==> src/rtl/lc3b_types.sv <==
// lc3b_types: shared LC-3b types for the register-file scoreboard slice.
// Contents: register index and data word types, busy-mask type sized by
// LC3B_NUM_REGS, the writeback source enum, the arbiter one-hot grant
// encodings and a one-hot helper function used for mask updates.
package lc3b_types;

  localparam int LC3B_NUM_REGS = 8;

  typedef logic [2:0]               lc3b_reg;
  typedef logic [15:0]              lc3b_word;
  typedef logic [LC3B_NUM_REGS-1:0] lc3b_reg_mask;

  typedef enum logic [0:0] {
    WB_ALU = 1'b0,
    WB_MEM = 1'b1
  } lc3b_wb_src;

  // One-hot grant encodings produced by the writeback arbiter.
  localparam logic [1:0] GNT_NONE = 2'b00;
  localparam logic [1:0] GNT_ALU  = 2'b01;
  localparam logic [1:0] GNT_MEM  = 2'b10;

  // Mask with only the bit of register r set.
  function automatic lc3b_reg_mask reg_onehot(input lc3b_reg r);
    lc3b_reg_mask m;
    m    = {LC3B_NUM_REGS{1'b0}};
    m[r] = 1'b1;
    return m;
  endfunction

endpackage

==> src/rtl/regfile_ctrl_if.sv <==
// regfile_ctrl_if: bundle of decode-issue, writeback and regfile-drive
// signals around regfile_ctrl.
// Modports:
//   master - decode/writeback side: drives iss_*, alu_*, mem_* requests,
//            observes readies, rf_* drive, busy mask and err.
//   slave  - regfile_ctrl side: the mirror image.
interface regfile_ctrl_if;
  import lc3b_types::*;

  // decode issue
  logic         iss_valid;
  lc3b_reg      iss_src_a;
  lc3b_reg      iss_src_b;
  logic         iss_use_a;
  logic         iss_use_b;
  logic         iss_wr;
  lc3b_reg      iss_dest;
  logic         iss_ready;
  // ALU writeback
  logic         alu_valid;
  lc3b_reg      alu_dest;
  lc3b_word     alu_data;
  logic         alu_ready;
  // memory writeback
  logic         mem_valid;
  lc3b_reg      mem_dest;
  lc3b_word     mem_data;
  logic         mem_ready;
  // regfile write port drive and status
  logic         rf_load;
  lc3b_reg      rf_dest;
  lc3b_word     rf_in;
  lc3b_reg_mask busy;
  logic         err;

  modport master (
    output iss_valid, iss_src_a, iss_src_b, iss_use_a, iss_use_b, iss_wr, iss_dest,
    output alu_valid, alu_dest, alu_data,
    output mem_valid, mem_dest, mem_data,
    input  iss_ready, alu_ready, mem_ready,
    input  rf_load, rf_dest, rf_in, busy, err
  );

  modport slave (
    input  iss_valid, iss_src_a, iss_src_b, iss_use_a, iss_use_b, iss_wr, iss_dest,
    input  alu_valid, alu_dest, alu_data,
    input  mem_valid, mem_dest, mem_data,
    output iss_ready, alu_ready, mem_ready,
    output rf_load, rf_dest, rf_in, busy, err
  );

endinterface

==> src/rtl/regfile_wb_arbiter.sv <==
// regfile_wb_arbiter: 2-way arbiter for the single regfile write port.
// Ports: alu_req, mem_req (requests in), grant (one-hot out, GNT_ALU/GNT_MEM);
//        clk, rst_n only when REGFILE_CTRL_RR_EN is defined.
// REGFILE_CTRL_RR_EN defined: round-robin; on contention grant the source
// not granted last, pointer moves only on contested grants, reset favours MEM.
// Undefined: fixed priority, MEM over ALU.
module regfile_wb_arbiter
  import lc3b_types::*;
(
`ifdef REGFILE_CTRL_RR_EN
  input  logic       clk,
  input  logic       rst_n,
`endif
  input  logic       alu_req,
  input  logic       mem_req,
  output logic [1:0] grant
);

`ifdef REGFILE_CTRL_RR_EN
  // Source that won the most recent contested grant; ALU at reset so MEM wins first.
  lc3b_wb_src last;

  // Round-robin grant selection.
  always_comb begin
    grant = GNT_NONE;
    if (alu_req && mem_req) begin
      if (last == WB_MEM) begin
        grant = GNT_ALU;
      end else begin
        grant = GNT_MEM;
      end
    end else if (mem_req) begin
      grant = GNT_MEM;
    end else if (alu_req) begin
      grant = GNT_ALU;
    end else begin
      grant = GNT_NONE;
    end
  end

  // Pointer update, only when both sources competed.
  always_ff @(posedge clk or negedge rst_n) begin
    if (!rst_n) begin
      last <= WB_ALU;
    end else if (alu_req && mem_req) begin
      last <= (grant == GNT_MEM) ? WB_MEM : WB_ALU;
    end else begin
      last <= last;
    end
  end
`else
  // Fixed priority grant: MEM always beats ALU.
  always_comb begin
    grant = GNT_NONE;
    if (mem_req) begin
      grant = GNT_MEM;
    end else if (alu_req) begin
      grant = GNT_ALU;
    end else begin
      grant = GNT_NONE;
    end
  end
`endif

endmodule

==> src/rtl/regfile_ctrl.sv <==
// regfile_ctrl: LC-3b register scoreboard and regfile write-port controller.
// Ports: clk, rst_n (async active-low), bus (regfile_ctrl_if.slave):
//   iss_* decode issue with combinational iss_ready (RAW/WAW stall),
//   alu_*/mem_* writeback requests with combinational readies,
//   rf_load/rf_dest/rf_in registered regfile write drive,
//   busy pending-write mask, err sticky writeback-to-idle-register flag.
// Option: REGFILE_CTRL_RR_EN selects round-robin writeback arbitration
//   (fixed MEM-over-ALU priority otherwise).
module regfile_ctrl
  import lc3b_types::*;
(
  input  logic           clk,
  input  logic           rst_n,
  regfile_ctrl_if.slave  bus
);

  lc3b_reg_mask busy_q;
  lc3b_reg_mask busy_next;
  logic         err_q;
  logic         err_next;
  logic         rf_load_q;
  lc3b_reg      rf_dest_q;
  lc3b_word     rf_in_q;

  logic         haz;
  logic         iss_fire;
  logic         alu_req;
  logic         mem_req;
  logic [1:0]   grant;
  logic         wb_fire;
  lc3b_reg      wb_dest;
  lc3b_word     wb_data;

  // Requests are masked while reset is held so in-flight writebacks are ignored.
  assign alu_req = rst_n & bus.alu_valid;
  assign mem_req = rst_n & bus.mem_valid;

  regfile_wb_arbiter u_arb (
`ifdef REGFILE_CTRL_RR_EN
    .clk     (clk),
    .rst_n   (rst_n),
`endif
    .alu_req (alu_req),
    .mem_req (mem_req),
    .grant   (grant)
  );

  // Hazard check against current busy state only (no bypass of retiring writes).
  always_comb begin
    haz = (bus.iss_use_a & busy_q[bus.iss_src_a]) |
          (bus.iss_use_b & busy_q[bus.iss_src_b]) |
          (bus.iss_wr    & busy_q[bus.iss_dest]);
    iss_fire = rst_n & bus.iss_valid & ~haz;
  end

  // Writeback source mux driven by the one-hot grant.
  always_comb begin
    case (grant)
      GNT_MEM: begin
        wb_fire = 1'b1;
        wb_dest = bus.mem_dest;
        wb_data = bus.mem_data;
      end
      GNT_ALU: begin
        wb_fire = 1'b1;
        wb_dest = bus.alu_dest;
        wb_data = bus.alu_data;
      end
      default: begin
        wb_fire = 1'b0;
        wb_dest = 3'd0;
        wb_data = 16'h0000;
      end
    endcase
  end

  // Next scoreboard state: clear on writeback, then set on issue so set wins.
  always_comb begin
    busy_next = busy_q;
    if (wb_fire) begin
      busy_next = busy_next & ~reg_onehot(wb_dest);
    end else begin
      busy_next = busy_next;
    end
    if (iss_fire && bus.iss_wr) begin
      busy_next = busy_next | reg_onehot(bus.iss_dest);
    end else begin
      busy_next = busy_next;
    end
    err_next = err_q | (wb_fire & ~busy_q[wb_dest]);
  end

  // Scoreboard, sticky error and regfile write-port registers.
  always_ff @(posedge clk or negedge rst_n) begin
    if (!rst_n) begin
      busy_q    <= {LC3B_NUM_REGS{1'b0}};
      err_q     <= 1'b0;
      rf_load_q <= 1'b0;
      rf_dest_q <= 3'd0;
      rf_in_q   <= 16'h0000;
    end else begin
      busy_q    <= busy_next;
      err_q     <= err_next;
      rf_load_q <= wb_fire;
      if (wb_fire) begin
        rf_dest_q <= wb_dest;
        rf_in_q   <= wb_data;
      end else begin
        rf_dest_q <= rf_dest_q;
        rf_in_q   <= rf_in_q;
      end
    end
  end

  assign bus.iss_ready = iss_fire;
  assign bus.alu_ready = (grant == GNT_ALU);
  assign bus.mem_ready = (grant == GNT_MEM);
  assign bus.rf_load   = rf_load_q;
  assign bus.rf_dest   = rf_dest_q;
  assign bus.rf_in     = rf_in_q;
  assign bus.busy      = busy_q;
  assign bus.err       = err_q;

endmodule

==> src/flat_wrapper.sv <==
// flat-port wrapper written by rule: the top's interface ports become plain ports
module regfile_ctrl_flat import lc3b_types::*;
  (clk, rst_n, bus_iss_valid, bus_iss_src_a, bus_iss_src_b, bus_iss_use_a, bus_iss_use_b, bus_iss_wr, bus_iss_dest, bus_alu_valid, bus_alu_dest, bus_alu_data, bus_mem_valid, bus_mem_dest, bus_mem_data, bus_iss_ready, bus_alu_ready, bus_mem_ready, bus_rf_load, bus_rf_dest, bus_rf_in, bus_busy, bus_err);
  regfile_ctrl_if bus_i ();
  input  logic clk;
  input  logic rst_n;
  input wire logic [$bits(bus_i.iss_valid)-1:0] bus_iss_valid;
  input wire logic [$bits(bus_i.iss_src_a)-1:0] bus_iss_src_a;
  input wire logic [$bits(bus_i.iss_src_b)-1:0] bus_iss_src_b;
  input wire logic [$bits(bus_i.iss_use_a)-1:0] bus_iss_use_a;
  input wire logic [$bits(bus_i.iss_use_b)-1:0] bus_iss_use_b;
  input wire logic [$bits(bus_i.iss_wr)-1:0] bus_iss_wr;
  input wire logic [$bits(bus_i.iss_dest)-1:0] bus_iss_dest;
  input wire logic [$bits(bus_i.alu_valid)-1:0] bus_alu_valid;
  input wire logic [$bits(bus_i.alu_dest)-1:0] bus_alu_dest;
  input wire logic [$bits(bus_i.alu_data)-1:0] bus_alu_data;
  input wire logic [$bits(bus_i.mem_valid)-1:0] bus_mem_valid;
  input wire logic [$bits(bus_i.mem_dest)-1:0] bus_mem_dest;
  input wire logic [$bits(bus_i.mem_data)-1:0] bus_mem_data;
  output wire logic [$bits(bus_i.iss_ready)-1:0] bus_iss_ready;
  output wire logic [$bits(bus_i.alu_ready)-1:0] bus_alu_ready;
  output wire logic [$bits(bus_i.mem_ready)-1:0] bus_mem_ready;
  output wire logic [$bits(bus_i.rf_load)-1:0] bus_rf_load;
  output wire logic [$bits(bus_i.rf_dest)-1:0] bus_rf_dest;
  output wire logic [$bits(bus_i.rf_in)-1:0] bus_rf_in;
  output wire logic [$bits(bus_i.busy)-1:0] bus_busy;
  output wire logic [$bits(bus_i.err)-1:0] bus_err;
  assign bus_i.iss_valid = bus_iss_valid;
  assign bus_i.iss_src_a = bus_iss_src_a;
  assign bus_i.iss_src_b = bus_iss_src_b;
  assign bus_i.iss_use_a = bus_iss_use_a;
  assign bus_i.iss_use_b = bus_iss_use_b;
  assign bus_i.iss_wr = bus_iss_wr;
  assign bus_i.iss_dest = bus_iss_dest;
  assign bus_i.alu_valid = bus_alu_valid;
  assign bus_i.alu_dest = bus_alu_dest;
  assign bus_i.alu_data = bus_alu_data;
  assign bus_i.mem_valid = bus_mem_valid;
  assign bus_i.mem_dest = bus_mem_dest;
  assign bus_i.mem_data = bus_mem_data;
  assign bus_iss_ready = bus_i.iss_ready;
  assign bus_alu_ready = bus_i.alu_ready;
  assign bus_mem_ready = bus_i.mem_ready;
  assign bus_rf_load = bus_i.rf_load;
  assign bus_rf_dest = bus_i.rf_dest;
  assign bus_rf_in = bus_i.rf_in;
  assign bus_busy = bus_i.busy;
  assign bus_err = bus_i.err;
  regfile_ctrl u_core (.clk(clk), .rst_n(rst_n), .bus(bus_i));
endmodule
==> config.mk <==
export PLATFORM = sky130hd
export DESIGN_NAME = regfile_ctrl_flat
export DESIGN_NICKNAME = d
export VERILOG_FILES = /design/src/rtl/lc3b_types.sv /design/src/rtl/regfile_ctrl_if.sv /design/src/rtl/regfile_wb_arbiter.sv /design/src/rtl/regfile_ctrl.sv /design/src/flat_wrapper.sv
export SDC_FILE = /design/constraint.sdc
export NUM_CORES = 1
export LEC_CHECK = 0
export BUFFER_PORTS_ARGS = -buffer_cell sky130_fd_sc_hd__buf_2
export CORE_ASPECT_RATIO = 0.6
export CORE_MARGIN = 4
export CORE_UTILIZATION = 45
export CTS_CLUSTER_DIAMETER = 40
export CTS_CLUSTER_SIZE = 28
export DETAILED_ROUTE_END_ITERATION = 7
export PLACE_DENSITY = 0.9
export SETUP_SLACK_MARGIN = 0.5
export SLEW_MARGIN = 10
export SYNTH_ARGS = -nofsm -noshare
export SYNTH_HDL_FRONTEND = slang
export SYNTH_SLANG_ARGS = --single-unit
export TNS_END_PERCENT = 5
==> constraint.sdc <==
create_clock -name clk -period 2.55 [get_ports clk]
set_clock_uncertainty 0.1 [all_clocks]
set_input_delay 0.51 -clock clk [delete_from_list [all_inputs] [get_ports clk]]
set_output_delay 0.51 -clock clk [all_outputs]
set_load 0.02 [all_outputs]
# Yosys cells after proc, flatten, opt, wreduce, memory -nomap -nowiden
# Cells that the tools add are included.
[op_classes]
reduce_logical = 4
magnitude_cmp = 6
n_eq_ne = 2
muxes = 19
bitwise_logic = 16
[ops]
columns = ["op", "n"]
rows = [
  ["16-bit one-hot mux with 2 select lines", 1],
  ["3-bit by 4-bit less-than comparator with 1-bit output, second input constant", 4],
  ["8-bit two-way mux", 2],
  ["1-bit binary-select mux with 3-bit select", 4],
  ["1-bit bitwise AND", 8],
  ["8-bit bitwise AND", 1],
  ["1-bit two-way mux", 8],
  ["8-bit inverter", 1],
  ["8-bit OR", 1],
  ["1-bit demux with 3-bit select", 2],
  ["3-bit by 1-bit >= comparator with 1-bit output, second input constant", 2],
  ["3-bit one-hot mux with 2 select lines", 1],
  ["1-bit logical AND", 3],
  ["1-bit OR", 3],
  ["2-bit by 1-bit == test with 1-bit output, second input constant", 1],
  ["2-bit == test, second input constant", 1],
  ["2-bit two-way mux", 1],
  ["1-bit inverter", 2],
  ["2-bit OR reduction", 1],
]
[word_totals]
elab_cells = 52
ff_bits = 29
output_inout_bits = 32

# Depth between registers and ports, before layout
[depth]
ltp_word = 14
depth_mapped = 8

# Hierarchy
# Synthesis repeated with hierarchy kept, for this count alone.
[hier_totals]
hier_cells = 169
area_unflattened_um2 = 1637.8
[modules_own_cells]
columns = ["module", "area_per_inst_um2", "cells_each", "instances"]
rows = [
  ["regfile_ctrl", 1616.6, 167, 1],
  ["regfile_wb_arbiter", 21.3, 2, 1],
]

# Least setup slack after synthesis
# No wires, ideal clock.
[synth_timing]
path_kind = "input port to output port"
start = "in bus_iss_dest[0]"
end = "out bus_iss_ready"
t_required_ns = 1.940
cell_stages = 3
slack_ns = 0.078
arrival_time_ns = 1.862
path_cell_list = "mux4_1 -> o211a_1 -> a211oi_1"
[synth_between]
elab_chain_cells = 6
[synth_rtl]
columns = ["element", "line", "rtl"]
rows = [
  ["start: declaration", "flat_wrapper.sv:13", "input wire logic [$bits(bus_i.iss_dest)-1:0] bus_iss_dest;"],
  ["1-bit binary-select mux with 3-bit select", "regfile_ctrl.sv:52", "(bus.iss_wr & busy_q[bus.iss_dest]);"],
  ["1-bit two-way mux (not written as such)", "regfile_ctrl.sv:52", ""],
  ["1-bit bitwise AND", "regfile_ctrl.sv:52", ""],
  ["1-bit OR", "regfile_ctrl.sv:51", "(bus.iss_use_b & busy_q[bus.iss_src_b]) |"],
  ["1-bit inverter", "regfile_ctrl.sv:53", "iss_fire = rst_n & bus.iss_valid & ~haz;"],
  ["1-bit bitwise AND", "regfile_ctrl.sv:53", ""],
  ["end: declaration", "flat_wrapper.sv:20", "output wire logic [$bits(bus_i.iss_ready)-1:0] bus_iss_ready;"],
]
# Every way passes these cells. The select of a mux whose other input is x is not followed.

# Worst setup path after layout
[layout_timing]
start = "reg u_core.busy_q[5], in the netlist u_core.bus.busy[5]"
end = "out bus_iss_ready"
[layout_between]
elab_chain_cells = 7
elab_cells_between_ends = 13
classes_between = "mux: 6; bitwise: 7"
[layout_rtl]
columns = ["element", "line", "rtl"]
rows = [
  ["start: declaration", "regfile_ctrl.sv:17", "lc3b_reg_mask busy_q;"],
  ["start signal: assignment", "regfile_ctrl.sv:96", "busy_q <= {LC3B_NUM_REGS{1'b0}};"],
  ["start signal: assignment", "regfile_ctrl.sv:102", "busy_q <= busy_next;"],
  ["1-bit binary-select mux with 3-bit select, on equally long branches", "regfile_ctrl.sv:50, regfile_ctrl.sv:51", ""],
  ["1-bit two-way mux, on equally long branches", "regfile_ctrl.sv:50, regfile_ctrl.sv:51", ""],
  ["1-bit bitwise AND, on equally long branches", "regfile_ctrl.sv:50, regfile_ctrl.sv:51", ""],
  ["1-bit OR", "regfile_ctrl.sv:50", "haz = (bus.iss_use_a & busy_q[bus.iss_src_a]) |"],
  ["1-bit OR (*)", "regfile_ctrl.sv:51", ""],
  ["1-bit inverter (*)", "regfile_ctrl.sv:53", ""],
  ["1-bit bitwise AND (*)", "regfile_ctrl.sv:53", ""],
]
# Every way passes the cells marked *; elsewhere a longest branch is shown, timed or not. The select of a mux whose other input is x is not followed.

==> impl_metrics.tcl <==
set metrics [dict create \
    cts_max_path_buffers 2 \
    cp.required_ps 1940 \
    cts_tree "built" \
    worstReg2RegEnd "u_core.bus.busy[1]" \
    netlist_instances 158 \
    cp-end-kind "output pin" \
    grt_overflow_total 0 \
    stdcell_count 293 \
    slew_viol_final 0 \
    io_pins 87 \
    grt_usage 0.211 \
    p_per_area_nw_per_um2 639 \
    worstMarginPinSlew_ps 585 \
    max_slew_margin 0.607 \
    ant_nets 0 \
    start_kind "register" \
    path_buf_inv 1 \
    fin_util 0.685 \
    finalSetupTns_ps 0 \
    maxUsedRoutingLayer "met4" \
    ys_warn_count 0 \
    slowest_delay_ps 490 \
    fillers 275 \
    hold_class "in2async" \
    crit_family "multiplexers" \
    ff2ff_path_depth 5 \
    drtIter0Drc 104 \
    path_max_fanout 6 \
    cts_setup_buffers 0 \
    antenna_found_initial 0 \
    ys.flop_type "dfrtp_1" \
    fmax_mhz 400 \
    die_area_um2 4750 \
    worst-r2r-setup-slack_ps 410 \
    wl_met2_um 2290 \
    syn_area_per_cell_um2 10.5 \
    rsz0062_at_grt "true" \
    leakagePower_uw 0.00115 \
    fin_crit_sh 0.981 \
    worstSetupPathType "reg2out" \
    dpl.cell_count 285 \
    hpwl_um 3860 \
    p_total_uw 1480 \
    numCtsBuffers 5 \
    ys_seq_area_frac 0.438 \
    met1_length_um 2050 \
    rows 16 \
    ys_types 39 \
    met3_length_um 538 \
    synth_fp_nets 213 \
    synthArstFlopShare 1.00 \
    fp.dieH_um 55.0 \
    h-tree-depth 2 \
    grt_first_pass_wirelength_um 7530 \
    path_cells "mux4_2, nand3b_1, nand4_4, a211oi_4, buf_6" \
    setup_viol 0 \
    syn_to_final_growth_pct 39.8 \
    dp_slack_ps 55.3 \
    layout_setup_ws_ps 49.1 \
    insertion_delay_ps 280 \
    portBuffers 86 \
    vias 1680 \
    die_x_um 86.3 \
    ir_drop_mv 0.389 \
    status "complete, no violations" \
    crit_slowest_cell "mux4_2" \
    r2r-start "u_core.bus.busy[5]" \
    netlist_area_um2 1660 \
    layout-drive-gt1-share 0.512 \
    viasPerCell 5.73 \
    synth_edf_count 0 \
    drt-total-wl_um 4920 \
    crit_arrival_ps 1890 \
    path_clk_slew_ps 70 \
    min_period_ps 2500 \
    first_pass_iters 4 \
    remaining_drc_errors 0 \
    core_area_um2 3380 \
    globalplace.congestion 0.943 \
    clock_sinks 29 \
    hold_viol 0 \
    start_util 0.490 \
    maxCapViolCount 0 \
    drt-wirelength-per-cell_um 16.8 \
    grt_pass1_vias 1613 \
    diodes 0 \
    ys_ff_latch 29 \
    nNetsFinal 302 \
    root_buffer "clkbuf_8" \
    grt_max_degree 26 \
]
[registers in the layout, indices dropped and copies added (netlist names)]
| register | flops |
|---|---|
| u_core.bus.rf_load | 1 |
| u_core.bus.busy | 8 |
| u_core.bus.rf_dest | 3 |
| u_core.bus.err | 1 |
| u_core.bus.rf_in | 16 |
[logic make-up (layout without fill, tap and decap cells)]
kind of cell | count (synthesis) | in the layout | synth area share
AO/OA/AOI/OAI | 60 | 60 | 0.265
multiplexers | 9 | 9 | 0.0952
flip-flops | 29 | 29 | 0.438
buffers and inverters | 14 | 104 | 0.0362
AND/OR/NAND/NOR | 46 | 46 | 0.165
[cell type report]
cell class / instances / area [um^2] / share of cell area
clock buffers: 7 / 96.3 / 0.0416
clock inverters: 1 / 5.00 / 0.00216
inverters: 4 / 15.0 / 0.00648
multi-input cells: 115 / 928 / 0.401
flip-flops and latches: 29 / 733 / 0.317
well taps: 45 / 56.3 / 0.0243
repair buffers: 92 / 482 / 0.208
[cell usage in the layout (no fill, tap or decap), types with 5 or more instances in the layout]
| cell type | netlist | layout |
|---|---|---|
| buf_2 | 0 | 85 |
| a22o_1 | 29 | 29 |
| dfrtp_1 | 29 | 23 |
| nand2_1 | 15 | 15 |
| o21ai_1 | 13 | 9 |
| clkbuf_8 | 0 | 7 |
| buf_4 | 0 | 6 |
| dfrtp_2 | 0 | 6 |
| mux4_2 | 4 | 5 |
| nand3b_1 | 5 | 5 |
| o21ai_0 | 5 | 5 |
| a31oi_1 | 5 | 5 |
[where the power goes]
part / switching, uW / total, uW / internal, uW
combinational: 255 / 461 / 206
sequential: 73.1 / 604 / 531
clock: 171 / 415 / 243
[worst max path at each step]
stage | slack, ps | from | endpoint | cells after the start
floorplan | 340 | bus_iss_dest[2] | bus_iss_ready | 4
global placement | 90 | bus_iss_dest[2] | bus_iss_ready | 6
detailed placement | 60 | bus_iss_dest[2] | bus_iss_ready | 6
CTS | 50 | u_core.bus.busy[5] | bus_iss_ready | 5
global route | -20 | u_core.bus.busy[0] | bus_iss_ready | 5
finish | 50 | u_core.bus.busy[5] | bus_iss_ready | 5
[through the flow]
stage	cell area, um^2	hold slack [ps]
finish	2320	15.9
global route	2320	14.7
CTS	2270	15.4
floorplan	1670	114
detailed placement	2150	309
global placement	2150	305
[what timing repair did]
| action | CTS | global route |
|---|---|---|
| hold endpoints to repair | 0 | 0 |
| hold buffers | 0 | 0 |
| pin swaps | 1 | 10 |
| setup endpoints to repair | 11 | 11 |
| gates resized for setup | 6 | 12 |
[metal layers]
metal	vias up	track usage
met5	-	0
met4	0	0.0674
met3	7	0.0651
met2	88	0.327
met1	798	0.286
li1	787	-
[synth_stat cells, types with 2 or more instances]
master,count,area [um^2]
a22o_1,29,254
dfrtp_1,29,726
nand2_1,15,56.3
o21ai_1,13,65.1
clkbuf_1,8,30.0
a31oi_1,5,31.3
nand3b_1,5,37.5
o21ai_0,5,25.0
inv_1,4,15.0
mux4_2,4,90.1
nand3_1,4,20.0
and2_1,3,18.8
mux2i_1,3,30.0
and3_1,2,12.5
nand4_1,2,12.5
nor2b_1,2,12.5
o31ai_1,2,15.0
or4_1,2,15.0
Power figures use the tool's default switching activity.
